--- src/rtl/risc_controller_pkg.sv ---
// risc_controller_pkg: opcodes, phase encoding and opcode grouping shared by controller and ALU
package risc_controller_pkg;
   localparam logic [2:0] OP_HLT = 3'b000;
   localparam logic [2:0] OP_SKZ = 3'b001;
   localparam logic [2:0] OP_ADD = 3'b010;
   localparam logic [2:0] OP_AND = 3'b011;
   localparam logic [2:0] OP_XOR = 3'b100;
   localparam logic [2:0] OP_LDA = 3'b101;
   localparam logic [2:0] OP_STO = 3'b110;
   localparam logic [2:0] OP_JMP = 3'b111;
   typedef enum logic [2:0] {
      INST_ADDR, INST_FETCH, INST_LOAD, IDLE, OP_ADDR, OP_FETCH, ALU_OP, STORE
   } phase_t;
   function automatic logic is_alu_op(input logic [2:0] op);
      return op inside {OP_ADD, OP_AND, OP_XOR, OP_LDA};
   endfunction
endpackage

--- src/rtl/risc_controller_phase_counter.sv ---
// phase_counter: 3-bit wrapping phase counter with async clear and hold
module phase_counter (
   input  logic       clk,
   input  logic       rst_n,
   input  logic       hold,
   output logic [2:0] count
);
   always_ff @(posedge clk or negedge rst_n)
      if (!rst_n) count <= 3'd0;
      else if (!hold) count <= count + 3'd1;
endmodule

--- src/rtl/risc_controller.sv ---
// risc_controller: eight-phase sequencer decoding opcode into datapath strobes
module risc_controller
   import risc_controller_pkg::*;
#(
   parameter bit HALT_STICKY = 1'b1
) (
   input  logic       clk,
   input  logic       rst_n,
   input  logic [2:0] opcode,
   input  logic       zero,
   output logic       sel,
   output logic       rd,
   output logic       wr,
   output logic       ld_ir,
   output logic       ld_ac,
   output logic       inc_pc,
   output logic       ld_pc,
   output logic       data_e,
   output logic       halt,
   output logic [2:0] phase
);
   logic   halted;
   logic   alu;
   logic   run;
   phase_t ph;
   phase_counter u_phase (.clk(clk), .rst_n(rst_n), .hold(halted), .count(phase));
   assign ph = phase_t'(phase);
   always_ff @(posedge clk or negedge rst_n)
      if (!rst_n) halted <= 1'b0;
      else if (HALT_STICKY && ph == OP_ADDR && opcode == OP_HLT) halted <= 1'b1;
   // once halted every strobe except halt is forced low
   always_comb begin
      alu    = is_alu_op(opcode);
      run    = !halted;
      sel    = run && ph inside {INST_ADDR, INST_FETCH, INST_LOAD, IDLE};
      rd     = run && (ph inside {INST_FETCH, INST_LOAD, IDLE} ||
                       (alu && ph inside {OP_FETCH, ALU_OP, STORE}));
      ld_ir  = run && ph inside {INST_LOAD, IDLE};
      inc_pc = run && (ph == OP_ADDR || (ph == ALU_OP && opcode == OP_SKZ && zero));
      ld_pc  = run && opcode == OP_JMP && ph inside {ALU_OP, STORE};
      data_e = run && opcode == OP_STO && ph inside {ALU_OP, STORE};
      wr     = run && opcode == OP_STO && ph == STORE;
      ld_ac  = run && alu && ph == STORE;
      halt   = halted || (ph == OP_ADDR && opcode == OP_HLT);
   end
endmodule

--- config.mk ---
export PLATFORM = sky130hd
export DESIGN_NAME = risc_controller
export DESIGN_NICKNAME = d
export VERILOG_FILES = /design/src/rtl/risc_controller_pkg.sv /design/src/rtl/risc_controller_phase_counter.sv /design/src/rtl/risc_controller.sv
export SDC_FILE = /design/constraint.sdc
export NUM_CORES = 1
export LEC_CHECK = 0
export BUFFER_PORTS_ARGS = -buffer_cell sky130_fd_sc_hd__buf_2
export CORE_AREA = 2 2 39 41
export CTS_BUF_LIST = sky130_fd_sc_hd__clkbuf_4
export CTS_CLUSTER_DIAMETER = 200
export CTS_CLUSTER_SIZE = 10
export DETAILED_ROUTE_END_ITERATION = 8
export DIE_AREA = 0 0 41 43
export HOLD_SLACK_MARGIN = 0.02
export PLACE_DENSITY = 0.54
export SLEW_MARGIN = 20
export SYNTH_ARGS = -nofsm -noshare
export SYNTH_HDL_FRONTEND = slang
export SYNTH_SLANG_ARGS = --single-unit
--- constraint.sdc ---
create_clock -name clk -period 1.93 [get_ports clk]
set_clock_uncertainty 0.1 [all_clocks]
set_input_delay 0.579 -clock clk [delete_from_list [all_inputs] [get_ports clk]]
set_output_delay 0.579 -clock clk [all_outputs]
set_load 0.03 [all_outputs]
After elaboration in Yosys (flattened, before gate mapping). Index checks and enable logic that the tools add are counted.

Memory bits (writable): 0. Logic and storage cells: 44. Bits in registers: 4. Latch bits: 0. Memories: 0. ROM bits: 0. Input bits: 6.

Shift-type cells: 0. Reduce and logical (&&, ||, !) cells: 27. Bitwise gates (word level): 0. Equality and inequality tests: 14. Multiply operators: 0. Add/subtract/negate cells: 1. $lt $le $gt $ge: 0. Div/mod/pow operators: 0. Muxes and demuxes: 0.

Operators with widths (count): $eq A3 B3 Y1 const B (8); $logic_and A1 B1 Y1 (15); $eq A3 B2 Y1 const B (4); $reduce_bool A4 Y1 (2); $eq A3 B1 Y1 const B (2); $logic_not A3 Y1 (2); $reduce_bool A3 Y1 (2); $reduce_bool A2 Y1 (2); $add A3 B1 Y3 const B (1); $logic_or A1 B1 Y1 (3); $logic_not A1 Y1 (1).

Logic depth before layout (Yosys ltp). Gate-level depths: netlist of run 1.

Word-level depth: 5. Mapped depth: 5.

Hierarchy. A second synthesis of run 1 with hierarchy kept.

Cell total of the unflattened synthesis: 28. Area, all modules: 285.3 um2.

By module, submodules not included: risc_controller (times used 1, area each 151.4 um2, cells each 20); phase_counter (times used 1, area each 133.9 um2, cells each 8).

Worst setup path after synthesis of run 1. Ideal clock, no wire load.

Path kind: flip-flop to output port. From: reg u_phase.count[0]. To: out data_e. Required time: 1.251 ns. Path slack: -0.742 ns. Cell stages (with the launch flop): 5. Arrival: 1.993 ns. Cells stage by stage: dfrtp_1 ha_1 ha_1 a21oi_1 nor4_1.

Cells in the longest elaborated chain, start to end: 3. Elaborated cells on any way between the ends: 4.

Ends and longest elaborated chain: from (decl) (RTL line risc_controller_phase_counter.sv:6) `output logic [2:0] count`; from (signal assigned) (RTL line risc_controller_phase_counter.sv:10) `else if (!hold) count <= count + 3'd1;`; $eq A3 B3 Y1 (RTL line risc_controller.sv:41) `data_e = run && opcode == OP_STO && ph inside {ALU_OP, STORE};`; $reduce_bool A2 Y1 * (RTL line risc_controller.sv:41); $logic_and A1 B1 Y1 * (RTL line risc_controller.sv:41); to (decl) (RTL line risc_controller.sv:18) `output logic data_e,`.

Mark *: on every way between the ends. The rest lies on a longest branch, timed or not.

Worst setup path in the final report of run 1.
From: reg u_phase.count[1]. To: out sel.

Cells in the longest elaborated chain, start to end: 3. Elaborated cells on any way between the ends: 6.

Ends and longest elaborated chain: $eq A3 B1 Y1, or another cell as far along (RTL line risc_controller.sv:35) `sel = run && ph inside {INST_ADDR, INST_FETCH, INST_LOAD, IDLE};`; $reduce_bool A4 Y1 * (RTL line risc_controller.sv:35); $logic_and A1 B1 Y1 * (RTL line risc_controller.sv:35); to (decl) (RTL line risc_controller.sv:11) `output logic sel,`.

Marked as above.

==> flow_summary_export.csv, run 1 <==
group,metric,value,unit
detailed_routing,wire_per_inst,10.9,µm
clock_network,holdBufCountCts,0,
worst_setup_path,critPathKind,"reg -> out",
grt,first_global_vias,419,
clock_network,clock_path_buffers,2,
clock_network,htree_levels,1,
logic_synthesis,ys_seq_elements,4,
die,die_h,43,µm
detailed_routing,drc,0,
power,peakVddDrop,0.00111,V
status,violations,"negative setup slack",
worst_setup_path,start_kind,"register",
detailed_routing,wl,1020,µm
logic_synthesis,yosys.area.top_type,"dfrtp_1",
clock_network,cts_buffers,3,
detailed_routing,detail-route-antenna-nets,0,
detailed_routing,firstDrtPassIters,3,
logic_synthesis,netlist_area,354,µm²
clock_network,insertion_delay,230,ps
grt,grt_overflow_total,0,
place,port_buffers,17,
place,dp.final_hpwl,803,µm
timing,rsz0062_at_grt,"true",
logic_synthesis,syn_inst,41,
clock_network,cts_tree,"built",
timing,final_max_slew_viol_count,0,
place,gp_congestion,0.622,
timing,period_share,1.17,
layout,nFillCells,118,
grt,track_usage,0.136,
layout,layout_common_cells,"19 x buf_4, 8 x buf_2, 7 x buf_6",
die,start_util,0.256,
timing,holdWs,36.8,ps
timing,fmax,0.442,GHz
power,power,1.57,mW
status,status,"finished with violations",
worst_setup_path,crit_fanout,4,
layout,layout.nets,91,
logic_synthesis,synth_fp_nets,53,
clock_network,clockRootBuffer,"clkbuf_4",
timing,final.setup.tns,-2100,ps
logic_synthesis,synth_top_area_share,0.283,
detailed_routing,viasPerCell,4.52,
clock_network,clkSinkCount,4,
die,die_w,41,µm
grt,grt_max_degree,8,
logic_synthesis,synth.area.top_cells,"dfrtp_1 28%, ha_1 21%, a41o_1 5.7%",
timing,fin_crit,2260,ps
layout,syn_to_final_growth,140,%
job,maxCapViolations,0,
worst_setup_path,crit_path_end_kind,"primary output",
grt,grt_pass1_wl,1620,µm
logic_synthesis,synth_area_per_cell,8.64,µm²
timing,tightestPinTransition,333,ps
logic_synthesis,synth_cell_types,17,
die,rows,14,
die,dieArea,1760,µm²
worst_setup_path,crit_required,1250,ps
hold_path,min_path_type,"in -> async",
logic_synthesis,ys_seq_area_frac,0.283,
timing,slew_headroom,0.778,
worst_setup_path,cp.arrival,1580,ps
die,io_pins,18,
detailed_routing,num_vias,425,
die,core_area,1380,µm²
timing,hold_viol_final,0,
power,power_density,1850,nW/µm²
grt,antenna_found_initial,0,
layout,antenna_cells,0,
clock_network,clk_pin_slew,40,ps
power,leakage,0.377,nW
timing,finalSetupViolCount,9,
detailed_routing,drtIter0Drc,1,
place,dpl_worst_slack,-242,ps
layout,final_common_cell,"buf_4",
layout,drive_gt1_frac,0.833,
logic_synthesis,ys_warn_count,0,
timing,finalWorstSetupSlack,-333,ps
-- cells by family after synthesis --
kind of cell             after synthesis  share of synthesized area
AO/OA/AOI/OAI                          8                      0.163
XOR/XNOR                               2                     0.0495
adder cells (fa/ha/maj)                6                      0.212
buffers and inverters                  5                     0.0565
flip-flops                             4                      0.283
multiplexers                           1                     0.0318
AND/OR/NAND/NOR                       15                      0.205
-- report_power, final --
| part | switching [mW] | internal, mW | leakage, nW |
|---|---|---|---|
| logic | 0.630 | 0.598 | 0.315 |
| clock network | 0.0339 | 0.0915 | 0.0184 |
| registers | 0.0803 | 0.137 | 0.0440 |
| total | 0.745 | 0.826 | 0.377 |
-- layout make-up --
cell class                 count  area [µm²]  area share
sequential                     4         104       0.122
multi-input combinational     32         418       0.493
timing repair buffer          34         262       0.308
clock buffer                   4        30.0      0.0354
tap                           16        20.0      0.0236
inverter                       4        15.0      0.0177
-- worst paths after layout --
path	cells after the start	slack [ps]	startpoint	to
max reg2reg	3	660	u_phase.count[0]	u_phase.count[1]
max in group asynchronous	1	1560	rst_n	u_phase.count[2]
min	1	40	rst_n	u_phase.count[1]
max	5	-330	u_phase.count[1]	sel
min reg2reg	3	580	u_phase.count[2]	u_phase.count[2]
min in group clk	3	580	u_phase.count[2]	u_phase.count[2]
-- registers in the layout, summed over array words and instances, names as in the netlist --
signal and cells:
u_phase.count 3, halted 1
-- cells in the mapped netlist --
library cell  n
nand2_1       2
nor4_1        2
mux2_2        1
a41o_1        2
inv_1         4
a21oi_1       3
a221oi_1      1
buf_2         1
ha_1          6
or3_1         1
nand2b_1      2
o21ai_0       1
xnor2_1       2
dfrtp_1       4
nor2_1        5
a41oi_1       1
nor3_1        3
-- through the flow --
stage	util	area, µm²	std cells
after global placement	0.504	697	88
after CTS	0.593	821	92
after detailed placement	0.504	697	88
after global routing	0.613	848	94
final	0.613	848	94
after floorplan	-	484	41
-- critical path, stage by stage, from the launching register on --
cell,delay (ps)
dfrtp_2,450
ha_4,190
or3_4,390
a21oi_4,150
nor2_4,40
buf_6,130
-- routing by layer --
metal,GRT usage,routed length [µm],vias up
met5,0,0,-
met4,0.0800,0,0
met3,0,38,0
met2,0.241,593,10
met1,0.150,390,193
li1,-,-,222
-- timing repair --
action                                  4_1_cts  5_1_grt
pin swaps                                     2        7
buffers inserted                              0        2
endpoints found under the setup margin        9        9
gates resized for setup                      22        3
(Power assumes the default switching activity.)
==> inputs of run 2 (changes only) <==
Settings changed: PLACE_DENSITY 0.54 to 0.47, RECOVER_POWER set to 100, SYNTH_HIERARCHICAL set to 1.
Clock period 1.93 ns to 2.55 ns, I/O delays scaled along.
==> flow_summary_export.csv, run 2 <==
group,metric,value,unit
timing,fmax,0.387,GHz
grt,grt_pass1_wl,1110,µm
layout,largest_reg_flops,3,
die,start_util,0.206,
clock_network,clk_pin_slew,40,ps
worst_setup_path,crit_required,1690,ps
layout,drive_gt1_frac,0.453,
timing,slew_headroom,0.752,
die,die_h,43,µm
die,io_pins,18,
worst_setup_path,regToRegSetupSlack,1200,ps
worst_setup_path,crit_path_end_kind,"primary output",
grt,grt_overflow_total,0,
layout,layout.nets,62,
power,power,0.156,mW
logic_synthesis,synth_area_per_cell,10.2,µm²
layout,multi_input_area,191,µm²
clock_network,htree_levels,1,
layout,nFillCells,151,
layout,largest_register,"u_phase/count",
status,violations,"negative setup slack",
logic_synthesis,synth_most_common_cell,"dfrtp_1",
timing,tightestPinTransition,372,ps
logic_synthesis,postSynth.asyncResetShare,1.00,
grt,track_usage,0.0924,
layout,final_common_cell,"clkbuf_1",
detailed_routing,drc,0,
logic_synthesis,synth.area.top_cells,"dfrtp_1 35%, xnor2_1 9.2%, mux2_4 5.3%",
detailed_routing,firstDrtPassIters,3,
clock_network,clockRootBuffer,"clkbuf_4",
die,die_w,41,µm
logic_synthesis,synth_flop_cell,"dfrtp_1",
worst_setup_path,reg2reg_depth,2,
timing,rsz0062_at_grt,"true",
worst_setup_path,r2r-start,"u_phase/count[0]",
clock_network,post_cts_buffers,0,
timing,holdWs,258,ps
hold_path,min_path_type,"in -> async",
logic_synthesis,ys_warn_count,6,
logic_synthesis,ys_seq_area_frac,0.351,
power,leakage,0.208,nW
layout,largestRegisters,"u_phase/count (3), halted (1)",
logic_synthesis,synth_top_area_share,0.351,
worst_setup_path,critPathKind,"in -> out",
place,dpl_worst_slack,-103,ps
worst_setup_path,worstReg2RegEnd,"u_phase/count[1]",
grt,first_global_vias,271,
clock_network,cts_buffers,3,
timing,final_max_slew_viol_count,0,
timing,finalWorstSetupSlack,-37.3,ps
clock_network,clock_path_buffers,2,
layout,final-seq-area,100,µm²
logic_synthesis,synth_edf_count,0,
timing,period_share,1.01,
clock_network,cts_tree,"built",
detailed_routing,wire_per_inst,10.3,µm
timing,fin_crit,2590,ps
die,rows,14,
logic_synthesis,netlist_area,285,µm²
detailed_routing,drtIter0Drc,23,
detailed_routing,wl,713,µm
detailed_routing,num_vias,313,
worst_setup_path,crit_fanout,2,
detailed_routing,detail-route-antenna-nets,0,
logic_synthesis,syn_inst,28,
power,power_density,329,nW/µm²
place,dp.final_hpwl,583,µm
clock_network,holdBufCountCts,0,
layout,antenna_cells,0,
logic_synthesis,yosys.area.top_type,"dfrtp_1",
logic_synthesis,synth_fp_nets,35,
grt,grt_max_degree,10,
grt,antenna_found_initial,0,
logic_synthesis,ys_seq_elements,4,
power,peakVddDrop,0.000149,V
layout,syn_to_final_growth,66.2,%
layout,layout_common_cells,"7 x clkbuf_1, 5 x buf_2, 5 x buf_4",
die,dieArea,1760,µm²
clock_network,insertion_delay,230,ps
status,status,"finished with violations",
worst_setup_path,cp.arrival,1720,ps
logic_synthesis,synth.top_cells.by_count,"4 x dfrtp_1, 3 x inv_1, 3 x xnor2_1",
die,core_area,1380,µm²
logic_synthesis,synth_cell_types,18,
worst_setup_path,start_kind,"primary input",
detailed_routing,viasPerCell,4.54,
place,gp_congestion,0.640,
clock_network,clkSinkCount,4,
job,maxCapViolations,0,
timing,finalSetupViolCount,1,
timing,hold_viol_final,0,
place,port_buffers,17,
## run 2: changes by cell type after synthesis, sizes merged, moves of 2 or more
| cell | before | now |
|---|---|---|
| nor2 | 5 | 2 |
| o31ai | 0 | 2 |
| nor4 | 2 | 0 |
| a21oi | 3 | 0 |
| a41o | 2 | 0 |
| ha | 6 | 1 |
## run 2: cells by family (layout without fill, tap and decap cells)
family	after synthesis	in the layout	synth area share
buffers and inverters	3	28	0.0395
AND/OR/NAND/NOR	12	12	0.311
flip-flops	4	4	0.351
AO/OA/AOI/OAI	4	4	0.110
XOR/XNOR	3	3	0.0921
multiplexers	1	1	0.0526
adder cells (fa/ha/maj)	1	1	0.0439
## run 2: how the worst max path moves through the flow
stage | from | to | slack, ps | depth (start not counted)
after floorplan | opcode[2] | inc_pc | -70 | 2
after global placement | opcode[0] | halt | -100 | 4
after detailed placement | opcode[0] | halt | -100 | 4
after CTS | opcode[0] | halt | -40 | 4
after global routing | opcode[0] | halt | -70 | 4
final | opcode[0] | halt | -40 | 4
## run 2: final cells by class
type	instances	share of cell area
timing repair buffer	22	0.272
sequential	4	0.211
tap	16	0.0422
inverter	3	0.0237
clock buffer	3	0.0475
multi-input combinational	21	0.404
## run 2: metrics by stage
step	cells	cell area (µm²)	setup TNS, ps	util
2_1_floorplan	28	312	-73.4	-
6_report	69	474	-37.3	0.343
3_5_place_dp	66	454	-135	0.328
3_3_place_gp	66	454	-149	0.328
4_1_cts	69	492	-43.2	0.355
5_1_grt	69	474	-74.4	0.343
## run 2: critical path: stages
cell and delay (ps):
buf_6 90, or4_4 520, o31ai_4 180, buf_6 160
## run 2: timing repair
| action | CTS | global route |
|---|---|---|
| setup endpoints to repair | 2 | 2 |
| pin swaps | 1 | 0 |
| resized for setup | 4 | 0 |
## run 2: where the power goes
part	switching (mW)	internal [mW]
Sequential	0	0.0638
Clock	0.0233	0.0525
Combinational	0.00727	0.00910
## run 2: routing by layer
metal / track usage / vias to the layer above / wire [µm]
met1: 0.129 / 141 / 329
met2: 0.125 / 19 / 303
met4: 0.0200 / 0 / 0
li1: - / 153 / -
met3: 0.0471 / 0 / 81
met5: 0 / - / 0
==> inputs of run 3 (changes only) <==
Settings changed: CELL_PAD_IN_SITES_DETAIL_PLACEMENT set to 1, CELL_PAD_IN_SITES_GLOBAL_PLACEMENT set to 2, CORE_AREA 2 2 39 41 to unset, CORE_MARGIN set to 2, CORE_UTILIZATION set to 22, CTS_BUF_LIST sky130_fd_sc_hd__clkbuf_4 to sky130_fd_sc_hd__clkbuf_4 sky130_fd_sc_hd__clkbuf_8, DIE_AREA 0 0 41 43 to unset, PLACE_DENSITY 0.47 to 0.76.
==> flow_summary_export.csv, run 3 (synthesis results as in run 2) <==
group,metric,value,unit
status,status,"finished with violations",
status,violations,"negative setup slack",
clock_network,insertion_delay,220,ps
die,start_util,0.247,
layout,syn_to_final_growth,67.1,%
place,place_area,429,µm²
grt,track_usage,0.124,
clock_network,clock_path_buffers,2,
layout,largestRegisters,"u_phase/count (3), halted (1)",
grt,use_met1,0.152,
power,power_density,329,nW/µm²
grt,use_met3,0.0167,
worst_setup_path,r2r-start,"u_phase/count[1]",
die,rows,12,
detailed_routing,num_vias,302,
worst_setup_path,reg2reg_depth,2,
detailed_routing,wire_per_inst,12.6,µm
power,power,0.157,mW
grt,grt_overflow_total,0,
die,die_w,40.0,µm
layout,layout.nets,59,
timing,hold_viol_final,0,
timing,final_max_slew_viol_count,0,
clock_network,cts_tree,"built",
detailed_routing,firstDrtPassIters,3,
layout,finalNonFillerCells,64,
clock_network,cts_buffers,3,
place,post-place-cells,61,
worst_setup_path,path_cells,"buf_6, or4_4, o31ai_4, buf_6",
clock_network,post_cts_buffers,0,
grt,grt_max_degree,10,
timing,finalWorstSetupSlack,-51.0,ps
timing,fmax,0.384,GHz
layout,drive_gt1_frac,0.520,
hold_path,min_path_type,"in -> async",
grt,first_global_vias,303,
clock_network,clkSinkCount,4,
power,leakage,0.220,nW
die,dieArea,1600,µm²
job,maxCapViolations,0,
layout,largest_reg_flops,3,
worst_setup_path,path_delay_family,"simple AND/OR/NAND/NOR gates",
clock_network,htree_levels,1,
timing,rsz0062_at_grt,"true",
layout,final_common_cell,"buf_2",
clock_network,holdBufCountCts,0,
die,io_pins,18,
grt,top_usage_layer,"met2",
layout,largest_register,"u_phase/count",
detailed_routing,detail-route-antenna-nets,0,
worst_setup_path,crit_slowest_cell,"or4_4",
worst_setup_path,worst-path-buf-inv,2,
clock_network,clockRootBuffer,"clkbuf_4",
place,port_buffers,17,
worst_setup_path,start_kind,"primary input",
grt,grt_pass1_wl,1300,µm
timing,tightestPinTransition,375,ps
layout,layout_common_cells,"10 x buf_2, 4 x dfrtp_1",
worst_setup_path,crit_path_end_kind,"primary output",
grt,use_met2,0.202,
timing,finalSetupViolCount,1,
detailed_routing,drtIter0Drc,3,
detailed_routing,viasPerCell,4.72,
place,gp_congestion,0.702,
layout,antenna_cells,0,
place,dp.final_hpwl,639,µm
timing,final.setup.tns,-51.0,ps
timing,period_share,1.02,
clock_network,clk_pin_slew,40,ps
worst_setup_path,critPathKind,"in -> out",
layout,final_cell_area,477,µm²
timing,slew_headroom,0.750,
worst_setup_path,crit_fanout,2,
worst_setup_path,regToRegSetupSlack,1190,ps
grt,antenna_found_initial,0,
detailed_routing,wl,805,µm
worst_setup_path,cpPeakStageDelay,530,ps
die,core_area,1160,µm²
detailed_routing,drc,0,
worst_setup_path,cp.arrival,1740,ps
timing,fin_crit,2600,ps
worst_setup_path,worstReg2RegEnd,"halted",
worst_setup_path,crit_required,1690,ps
die,die_h,40.0,µm
worst_setup_path,critical_path.most_common_cell,"buf_6",
power,peakVddDrop,0.000150,V
[run 3: metrics by stage]
step	utilization	worst slack, ps	hold WS (ps)
after floorplan	-	-73.4	369
after global placement	0.371	-102	467
after detailed placement	0.371	-121	470
after CTS	0.409	-62.9	233
after global routing	0.412	-79.4	251
final	0.412	-51.0	252
[run 3: final cells by class]
type	instances	area, µm²
Timing Repair Buffer	19	118
Tap cell	14	17.5
Sequential cell	4	100
Inverter	3	11.3
Clock buffer	3	22.5
Multi-Input combinational cell	21	208
Fill cell	142	679
[run 3: worst max path at each step]
stage,start,end,slack [ps],cells past startpoint
after floorplan,opcode[2],inc_pc,-70,2
after global placement,opcode[0],halt,-100,4
after detailed placement,opcode[0],halt,-120,4
after CTS,opcode[0],halt,-60,4
after global routing,opcode[0],halt,-80,4
final,opcode[0],halt,-50,4
[run 3: repair_timing]
action,4_1_cts,5_1_grt
resized for setup,6,1
pin swaps,1,0
endpoints found under the setup margin,2,2
[run 3: report_power, final]
| group | internal, mW | switching (mW) | leakage, nW |
|---|---|---|---|
| Combinational | 0.00968 | 0.00826 | 0.156 |
| Sequential | 0.0638 | 0 | 0.0507 |
| Clock | 0.0524 | 0.0225 | 0.0138 |
[run 3: worst reg2reg max path, stage by stage, from the launching register on]
cell	delay, ps
dfrtp_1	380
or4_4	570
o31ai_1	210
[run 3: routing by layer]
layer,part of all wire,vias up
li1,-,146
met1,0.41,145
met2,0.53,11
met3,0.057,0
met4,0,0
met5,0,-
